[src/rtl/aes_dec_pkg.sv]
// aes_dec_pkg: constants and types shared by the AES decryption datapath blocks.
//   AES_NBYTES          bytes in one 128-bit AES state
//   BYTE_W              width of a byte lane
//   INV_SBOX_RD_LATENCY default read latency of the shared inverse S-box RAM
//   reader_state_e      inverse S-box reader FSM encoding
package aes_dec_pkg;

  localparam int unsigned AES_NBYTES          = 16;
  localparam int unsigned BYTE_W              = 8;
  localparam int unsigned INV_SBOX_RD_LATENCY = 1;

  typedef enum logic [1:0] {
    StWaitTable = 2'd0,
    StIdle      = 2'd1,
    StRead      = 2'd2,
    StDone      = 2'd3
  } reader_state_e;

endpackage

[src/rtl/inv_sbox_reader_if.sv]
// inv_sbox_reader_if: signal bundle around the inverse S-box reader.
//   ram_ready                      table fully loaded (level)
//   in_valid / in_ready / in_state input state handshake, byte 0 in the MSBs
//   rd_en / rd_addr / rd_data      synchronous read port of the inverse S-box RAM
//   out_valid / out_ready / out_state  substituted state handshake
// Modports:
//   slave  - the reader itself
//   master - its environment (round datapath, consumer, RAM read port, loader status)
interface inv_sbox_reader_if import aes_dec_pkg::*; #(
  parameter int unsigned NBYTES = AES_NBYTES
) ();

  logic                     ram_ready;
  logic                     in_valid;
  logic                     in_ready;
  logic [0:BYTE_W*NBYTES-1] in_state;
  logic                     rd_en;
  logic [0:BYTE_W-1]        rd_addr;
  logic [0:BYTE_W-1]        rd_data;
  logic                     out_valid;
  logic                     out_ready;
  logic [0:BYTE_W*NBYTES-1] out_state;

  modport slave (
    input  ram_ready, in_valid, in_state, rd_data, out_ready,
    output in_ready, rd_en, rd_addr, out_valid, out_state
  );

  modport master (
    output ram_ready, in_valid, in_state, rd_data, out_ready,
    input  in_ready, rd_en, rd_addr, out_valid, out_state
  );

endinterface

[src/rtl/inv_sbox_reader.sv]
// inv_sbox_reader: InvSubBytes over a 128-bit state using the shared inverse S-box RAM.
//   clk    rising-edge clock
//   reset  synchronous, active-high
//   bus    inv_sbox_reader_if.slave: ram_ready, input handshake, RAM read port,
//          output handshake
// One state is accepted from IDLE, its NBYTES bytes are looked up one per cycle through
// the RAM read port, and the result is held in DONE until the consumer takes it.
// ram_ready falling while reading aborts the transaction without a result.
module inv_sbox_reader import aes_dec_pkg::*; #(
  parameter int unsigned NBYTES     = AES_NBYTES,
  parameter int unsigned RD_LATENCY = INV_SBOX_RD_LATENCY
) (
  input logic              clk,
  input logic              reset,
  inv_sbox_reader_if.slave bus
);

  localparam int unsigned     CntW    = $clog2(NBYTES);
  localparam int unsigned     StateW  = BYTE_W * NBYTES;
  localparam logic [CntW-1:0] LastIdx = CntW'(NBYTES - 1);

  reader_state_e         state_q, state_d;
  logic [0:StateW-1]     lat_state_q, lat_state_d;
  logic [0:StateW-1]     out_state_q, out_state_d;
  logic [CntW-1:0]       issue_cnt_q, issue_cnt_d;
  logic [CntW-1:0]       cap_cnt_q, cap_cnt_d;
  logic                  issue_done_q, issue_done_d;
  // Delayed copy of rd_en; the top bit marks a cycle whose rd_data belongs to cap_cnt_q.
  logic [RD_LATENCY-1:0] vld_q, vld_d;

  logic rd_en;
  logic in_ready;

  assign rd_en = (state_q == StRead) && !issue_done_q;

  always_comb begin
    state_d      = state_q;
    lat_state_d  = lat_state_q;
    out_state_d  = out_state_q;
    issue_cnt_d  = issue_cnt_q;
    cap_cnt_d    = cap_cnt_q;
    issue_done_d = issue_done_q;
    vld_d[0]     = rd_en;
    for (int i = 1; i < RD_LATENCY; i++) begin
      vld_d[i] = vld_q[i-1];
    end
    in_ready     = 1'b0;

    unique case (state_q)
      StWaitTable: begin
        if (bus.ram_ready) begin
          state_d = StIdle;
        end
      end
      StIdle: begin
        in_ready = bus.ram_ready;
        if (!bus.ram_ready) begin
          state_d = StWaitTable;
        end else if (bus.in_valid) begin
          state_d      = StRead;
          lat_state_d  = bus.in_state;
          issue_cnt_d  = '0;
          cap_cnt_d    = '0;
          issue_done_d = 1'b0;
          vld_d        = '0;
        end
      end
      StRead: begin
        if (!bus.ram_ready) begin
          // Abort: strobe drops next cycle, returns still in the pipe are discarded.
          state_d = StWaitTable;
          vld_d   = '0;
        end else begin
          if (rd_en) begin
            if (issue_cnt_q == LastIdx) begin
              issue_done_d = 1'b1;
            end else begin
              issue_cnt_d = issue_cnt_q + 1'b1;
            end
          end
          if (vld_q[RD_LATENCY-1]) begin
            out_state_d[BYTE_W*cap_cnt_q +: BYTE_W] = bus.rd_data;
            if (cap_cnt_q == LastIdx) begin
              state_d = StDone;
            end else begin
              cap_cnt_d = cap_cnt_q + 1'b1;
            end
          end
        end
      end
      StDone: begin
        // A result already in DONE is still delivered if the table goes away.
        if (bus.out_ready) begin
          state_d = bus.ram_ready ? StIdle : StWaitTable;
        end
      end
      default: state_d = StWaitTable;
    endcase
  end

  always_ff @(posedge clk) begin
    if (reset) begin
      state_q      <= StWaitTable;
      lat_state_q  <= '0;
      out_state_q  <= '0;
      issue_cnt_q  <= '0;
      cap_cnt_q    <= '0;
      issue_done_q <= 1'b0;
      vld_q        <= '0;
    end else begin
      state_q      <= state_d;
      lat_state_q  <= lat_state_d;
      out_state_q  <= out_state_d;
      issue_cnt_q  <= issue_cnt_d;
      cap_cnt_q    <= cap_cnt_d;
      issue_done_q <= issue_done_d;
      vld_q        <= vld_d;
    end
  end

  // The issue counter parks on the last byte, so rd_addr holds once issue completes.
  assign bus.in_ready  = in_ready;
  assign bus.rd_en     = rd_en;
  assign bus.rd_addr   = lat_state_q[BYTE_W*issue_cnt_q +: BYTE_W];
  assign bus.out_valid = (state_q == StDone);
  assign bus.out_state = out_state_q;

endmodule

[src/flat_wrapper.sv]
// flat-port wrapper written by rule: the top's interface ports become plain ports
module inv_sbox_reader_flat import aes_dec_pkg::*;
#(
  parameter int unsigned NBYTES     = AES_NBYTES,
  parameter int unsigned RD_LATENCY = INV_SBOX_RD_LATENCY
)
  (clk, reset, bus_ram_ready, bus_in_valid, bus_in_state, bus_rd_data, bus_out_ready, bus_in_ready, bus_rd_en, bus_rd_addr, bus_out_valid, bus_out_state);
  inv_sbox_reader_if #(.NBYTES(NBYTES)) bus_i ();
  input logic clk;
  input logic reset;
  input wire logic [$bits(bus_i.ram_ready)-1:0] bus_ram_ready;
  input wire logic [$bits(bus_i.in_valid)-1:0] bus_in_valid;
  input wire logic [$bits(bus_i.in_state)-1:0] bus_in_state;
  input wire logic [$bits(bus_i.rd_data)-1:0] bus_rd_data;
  input wire logic [$bits(bus_i.out_ready)-1:0] bus_out_ready;
  output wire logic [$bits(bus_i.in_ready)-1:0] bus_in_ready;
  output wire logic [$bits(bus_i.rd_en)-1:0] bus_rd_en;
  output wire logic [$bits(bus_i.rd_addr)-1:0] bus_rd_addr;
  output wire logic [$bits(bus_i.out_valid)-1:0] bus_out_valid;
  output wire logic [$bits(bus_i.out_state)-1:0] bus_out_state;
  assign bus_i.ram_ready = bus_ram_ready;
  assign bus_i.in_valid = bus_in_valid;
  assign bus_i.in_state = bus_in_state;
  assign bus_i.rd_data = bus_rd_data;
  assign bus_i.out_ready = bus_out_ready;
  assign bus_in_ready = bus_i.in_ready;
  assign bus_rd_en = bus_i.rd_en;
  assign bus_rd_addr = bus_i.rd_addr;
  assign bus_out_valid = bus_i.out_valid;
  assign bus_out_state = bus_i.out_state;
  inv_sbox_reader #(.NBYTES(NBYTES), .RD_LATENCY(RD_LATENCY)) u_core (.clk(clk), .reset(reset), .bus(bus_i));
endmodule
[config.mk]
export PLATFORM = sky130hd
export DESIGN_NAME = inv_sbox_reader_flat
export DESIGN_NICKNAME = d
export VERILOG_FILES = /design/src/rtl/aes_dec_pkg.sv /design/src/rtl/inv_sbox_reader_if.sv /design/src/rtl/inv_sbox_reader.sv /design/src/flat_wrapper.sv
export SDC_FILE = /design/constraint.sdc
export NUM_CORES = 1
export LEC_CHECK = 0
export CAP_MARGIN = 5
export CORE_MARGIN = 2
export CORE_UTILIZATION = 45
export DETAILED_ROUTE_END_ITERATION = 6
export GPL_TIMING_DRIVEN = 0
export PLACE_DENSITY = 0.75
export SYNTH_ARGS = -nofsm -noshare
export SYNTH_HDL_FRONTEND = slang
export SYNTH_SLANG_ARGS = --single-unit
[constraint.sdc]
create_clock -name clk -period 1.7 [get_ports clk]
set_input_delay 0.34 -clock clk [delete_from_list [all_inputs] [get_ports clk]]
set_output_delay 0.34 -clock clk [all_outputs]
set_load 0.01 [all_outputs]
==> flow_summary.yaml, run 1 <==
status:
  outcome: "finished, violations left"
  violations: "setup timing"
global_routing:
  grt_start_max_net_pins: 17
  grt_pass1_vias: 10100
  grt_use_met2_pct: 45.0
  grt_pass1_wl_um: 54900
  grt_use_total_pct: 26.7
  grt_antenna_before_repair: 1
  grt_most_used_layer: "met2"
  grt_overflow: 0
  gr-usage-met1_pct: 34.7
  use_met3_pct: 3.75
synthesis:
  synthesis.nets: 1413
  yosysTopAreaCell: "dfxtp_1"
  synth_flop_cell: "dfxtp_1"
  synthArstFlopShare_pct: 0
  synth.most_common_cell: "nand2_1"
  synthCells: 1261
  ys_types: 42
  syn_area_per_cell_um2: 8.85
  synth_edf_count: 0
  ys_top_cells_by_count: "311 x nand2_1, 268 x dfxtp_1, 165 x a21oi_1, 128 x mux2i_1, 103 x nor2_1"
  syn_area_um2: 11200
  synth.top_cells.by_area: "dfxtp_1 48%, mux2i_1 11%, nand2_1 10%"
  ys_seq_area_share_pct: 48.1
  ys_ff_latch: 268
  yosys_warnings: 0
  synth_top_cell_area_share_pct: 48.1
cells_and_area:
  fillCellCount: 1874
  nets: 1748
  multi_input_area_um2: 5970
  fin_cells: 1938
  area_growth_pct: 46.9
  post-route-util_pct: 67.4
  drive_gt1_share_pct: 18.2
  final-seq-area_um2: 5380
clock_tree:
  clk_latency_ns: 0.53
  cts_buffers: 25
  clkSlewWorstSetupHoldPaths_ns: 0.06
  postCtsHoldBufs: 0
  cts_root_buf: "clkbuf_16"
  htree_num_levels: 1
  cts_sinks: 268
  cts_tree: "done"
  cts_buffer_depth: 3
pwr:
  seq_power_share_pct: 46.2
  power_frac_comb_pct: 9.1
  pwr-share-clk_pct: 44.7
  vdd_drop_max_mv: 0.603
  p_int_mw: 10.8
  power_density_nw_per_um2: 854
  swShare_pct: 22.7
  power.leakage_nw: 6.56
  p_switching_mw: 3.18
timing:
  hold_violations: 0
  setup_viol: 84
  slew_headroom_pct: 52.9
  final.setup_skew_ns: 0.0150
  fin_crit_ns: 2.54
  drv_slew: 0
  fmax_mhz: 393
  grt_setup_unrepaired: "yes"
  min_period_over_period_pct: 150
  tightest_slew_ns: 0.707
  fin_ws_ns: -0.843
job:
  maxCapViolCount: 0
setup_path:
  critPathKind: "reg2out"
  startpoint: "u_core.issue_cnt_q[1]"
  start_kind: "flip-flop"
  worstPathArrival_ns: 2.20
  cp_max_fo: 10
  r2r-start: "u_core.state_q[1]"
  critPathRequiredTime_ns: 1.36
  cp-end-kind: "output port"
die:
  design.core.area_um2: 24300
  die-area_um2: 26100
  fp-row-count: 57
  start_util_pct: 45.9
  die_y_um: 161
  num_io_pins: 280
  die_width_um: 161
placed_design:
  dpl.hpwl_um: 26000
  io_buffers: 278
  dp_cells: 1863
  gp_congestion: 0.855
min_path:
  hp-class: "in2reg"
  hp-start: "reset"
routing:
  drc: 0
  drtIter0Drc: 860
  via_per_inst: 5.47
  wire_per_inst_um: 19.4
  drtPass1Iterations: 5
  drt_wl_total_um: 37600
  final_antenna_net_count: 0
  vias: 10600
[power groups by stage]
stage               logic (mW)  registers [mW]  clock network (mW)
detailed placement        1.03            6.60                   0
global placement          1.01            6.59                   0
finish                    1.27            6.47                6.26
global route              1.35            6.48                6.54
CTS                       1.12            6.46                6.28
floorplan                0.466            6.57                   0
[placed cells by master, fill, tap and decap left out, types with 8 or more instances in the layout]
cell type	netlist	final
a21oi_2	0	17
nand3_2	6	12
mux2i_2	0	16
clkdlybuf4s50_1	0	139
mux4_2	16	16
buf_8	3	8
a221oi_4	0	10
buf_2	36	10
inv_1	13	8
a21oi_1	165	147
mux2i_1	128	108
buf_4	8	42
clkbuf_16	0	26
and2_1	31	28
nand2_1	311	307
dfxtp_1	268	260
dlygate4sd2_1	0	128
buf_6	9	25
nand3_1	34	21
clkbuf_1	35	32
buf_12	0	9
nor2_1	103	100
[routing by layer]
layer  wire (um)  up-vias  part of all wire [%]
li1            -     4961                     -
met5           0        -                     0
met1       15500     5027                    41
met4        1370        0                   3.6
met2       17900      526                    48
met3        2800       96                   7.4
[cells by family after synthesis]
logic type	Yosys count	synth area share [%]
flops	268	48.1
fa+ha+maj	11	1.23
mux	144	14.7
simple gates	510	19.4
compound gates	223	11.4
buf+inv	105	5.11
[final cells by class]
type / instances / area share (%)
plain buffers: 84 / 4.08
inverters: 14 / 0.397
flip-flops and latches: 268 / 32.8
clock buffers: 32 / 4.28
multi-input cells: 888 / 36.4
repair buffers: 315 / 18.2
clock inverters: 12 / 1.34
diodes: 1 / 0.0153
well taps: 324 / 2.47
[timing repair]
item,in CTS,in global routing
resized for setup,292,167
pin swaps,27,52
buffers inserted,17,15
cloned,2,4
setup endpoints to repair,352,254
[flip-flops by register name, indices dropped and copies added, names as in the netlist]
| signal | count |
|---|---|
| u_core.vld_q | 1 |
| u_core.bus.out_state | 128 |
| u_core.issue_cnt_q | 4 |
| u_core.lat_state_q | 128 |
| u_core.cap_cnt_q | 4 |
| u_core.issue_done_q | 1 |
| u_core.state_q | 2 |
[final timing paths]
check / cells past startpoint / slack (ns) / to
worst max-delay path: 7 / -0.84 / bus_rd_addr[5]
worst min-delay path: 3 / 0.32 / u_core.cap_cnt_q[3]
worst max register to register: 9 / -0.11 / u_core.bus.out_state[66]
worst min register to register: 2 / 0.45 / u_core.lat_state_q[17]
[worst max-delay path, cell delays in order, from the launching register on]
cell,delay (ns)
dfxtp_4,0.37
buf_8,0.15
and2_4,0.21
buf_2,0.18
a221oi_2,0.34
o21ai_0,0.15
nand2_1,0.15
buf_2,0.15
[per-stage QoR]
| step | hold WS (ns) | setup WS [ns] | cell area, um^2 | setup TNS [ns] | total power [mW] |
|---|---|---|---|---|---|
| floorplan | 0.433 | -0.00401 | 11200 | -0.0186 | 7.04 |
| global placement | 0.439 | -0.956 | 14400 | -69.39 | 7.61 |
| detailed placement | 0.446 | -0.943 | 14400 | -75.64 | 7.62 |
| CTS | 0.295 | -0.827 | 15800 | -7.40 | 13.9 |
| global route | 0.324 | -0.915 | 16400 | -16.60 | 14.4 |
| finish | 0.316 | -0.843 | 16400 | -9.72 | 14.0 |
(Power assumes the default switching activity.)
==> run 2: changes to the inputs <==
--- a/config.mk
+++ b/config.mk
@@ -9,7 +9,6 @@
 export CORE_MARGIN = 2
 export CORE_UTILIZATION = 45
 export DETAILED_ROUTE_END_ITERATION = 6
-export GPL_TIMING_DRIVEN = 0
 export PLACE_DENSITY = 0.75
 export SYNTH_ARGS = -nofsm -noshare
 export SYNTH_HDL_FRONTEND = slang
==> run 2 against run 1 <==
- the flow still finishes with violations (setup timing)
- power decreased by 2.1%
- final area increased by 0.82%
- first-iteration DRC count increased by 9.2%
- combinational power decreased by 3%
- count of clock-buffer cells in the layout increased by 4
- fmax decreased by 1.4%
- sequential power about the same
- non-clock buffer count decreased by 7
- via count decreased by 1.6%
- register-to-register slack got worse by 0.04 ns
- hold slack got worse by 0.12 ns
- critical endpoint is now bus_rd_addr[4]
- largest power group unchanged
==> flow_summary.yaml, run 2 (synthesis results as in run 1) <==
status:
  outcome: "finished, violations left"
  violations: "setup timing"
routing:
  drtPass1Iterations: 5
  final_antenna_net_count: 0
  drt_wl_total_um: 35800
  drtIter0Drc: 939
  drc: 0
  vias: 10400
  wire_per_inst_um: 18.5
  via_per_inst: 5.40
job:
  maxCapViolCount: 0
placed_design:
  io_buffers: 279
  dpl.hpwl_um: 24400
  gp_congestion: 0.921
  place_ws_ns: -0.966
die:
  fp-row-count: 57
  die_y_um: 161
  die_width_um: 161
  die-area_um2: 26100
  design.core.area_um2: 24300
  num_io_pins: 280
  start_util_pct: 45.9
timing:
  tightest_slew_ns: 0.419
  fin_ws_ns: -0.878
  fmax_mhz: 388
  setup_viol: 114
  grt_setup_unrepaired: "yes"
  fin_crit_ns: 2.58
  tns_ns: -15.07
  min_period_over_period_pct: 152
  drv_slew: 0
  final.setup_skew_ns: 0.0112
  hold_violations: 0
  slew_headroom_pct: 71.9
clock_tree:
  cts_tree: "done"
  cts_buffer_depth: 3
  cts_buffers: 26
  htree_num_levels: 1
  clk_latency_ns: 0.53
  cts_root_buf: "clkbuf_16"
  clkSlewWorstSetupHoldPaths_ns: 0.06
  cts_sinks: 268
  postCtsHoldBufs: 0
pwr:
  vdd_drop_max_mv: 0.732
  p_int_mw: 10.6
  power_frac_comb_pct: 8.9
  power.leakage_nw: 6.68
  p_switching_mw: 3.12
  power.total_mw: 13.7
  seq_power_share_pct: 47.2
  power_density_nw_per_um2: 829
  pwr-share-clk_pct: 43.8
  swShare_pct: 22.8
setup_path:
  critPathRequiredTime_ns: 1.36
  worstPathArrival_ns: 2.24
  cp_max_fo: 8
  critPathKind: "reg2out"
  start_kind: "flip-flop"
  cp-end-kind: "output port"
cells_and_area:
  nets: 1742
  final_common_cell: "nand2_1"
  drive_gt1_share_pct: 19.8
  area_growth_pct: 48.1
  layout_common_cells: "297 x nand2_1, 264 x dfxtp_1, 149 x a21oi_1, 139 x clkdlybuf4s50_1, 128 x dlygate4sd2_1"
  post-route-util_pct: 68.0
global_routing:
  grt_antenna_before_repair: 1
  grt_overflow: 0
  grt_start_max_net_pins: 68
  grt_use_total_pct: 25.0
  grt_pass1_wl_um: 52300
  grt_pass1_vias: 9759
min_path:
  hp-class: "in2reg"
==> run 2: changes by cell type in the layout (fill, tap and decap cells not counted), sizes merged <==
cell    before  now
clkbuf      70   39
buf         94  121
bufinv       6    3
bufbuf       0    1
clkinv       6    7
inv         12   13
==> run 2: metal layers <==
| metal | vias to the layer above | global-route usage, % | share of wire [%] |
|---|---|---|---|
| met4 | 0 | 9.09 | 3.5 |
| met1 | 4957 | 32.8 | 41 |
| met3 | 82 | 3.60 | 6.7 |
| met2 | 459 | 42.0 | 49 |
| li1 | 4945 | - | - |
| met5 | - | 0 | 0 |
==> run 2: stage by stage <==
stage | cell area [um^2] | hold slack (ns) | instances
floorplan | 11200 | 0.433 | 1261
global placement | 14700 | 0.440 | 1850
detailed placement | 14700 | 0.447 | 1850
CTS | 15900 | 0.176 | 1917
global route | 16500 | 0.196 | 1934
finish | 16500 | 0.194 | 1934
==> run 2: critical path: stages (launching register included) <==
cell,delay (ns)
dfxtp_4,0.46
buf_12,0.18
mux4_2,0.55
a22oi_2,0.26
nand2_2,0.12
buf_6,0.14
==> run 2: final timing paths <==
check / slack [ns] / start / cells past startpoint / endpoint
max: -0.88 / u_core.issue_cnt_q[0] / 5 / bus_rd_addr[4]
min: 0.19 / reset / 2 / u_core.bus.out_state[29]
max reg2reg: -0.15 / u_core.state_q[0] / 10 / u_core.bus.out_state[61]
min reg2reg: 0.45 / u_core.bus.out_state[62] / 2 / u_core.bus.out_state[62]
==> run 2: area by class of cell <==
type,instances,area (um^2)
flip-flops and latches,268,5380
multi-input cells,888,5900
inverters,14,57.6
clock buffers,36,759
clock inverters,11,135
repair buffers,392,3890
diodes,1,2.50
well taps,324,405
fillers,1852,7790
==> run 2: power groups by stage <==
stage | Clock (mW) | Sequential (mW) | Combinational (mW)
after detailed placement | 0 | 6.60 | 1.07
after CTS | 6.06 | 6.46 | 1.12
after global placement | 0 | 6.60 | 1.05
after floorplan | 0 | 6.57 | 0.466
final | 6.01 | 6.47 | 1.23
after global routing | 6.34 | 6.48 | 1.31
==> run 2: what timing repair did <==
action / 4_1_cts / 5_1_grt
buffers inserted: 17 / 15
pin swaps: 27 / 59
cloned: 3 / 3
resized for setup: 233 / 123
endpoints found under the setup margin: 261 / 160
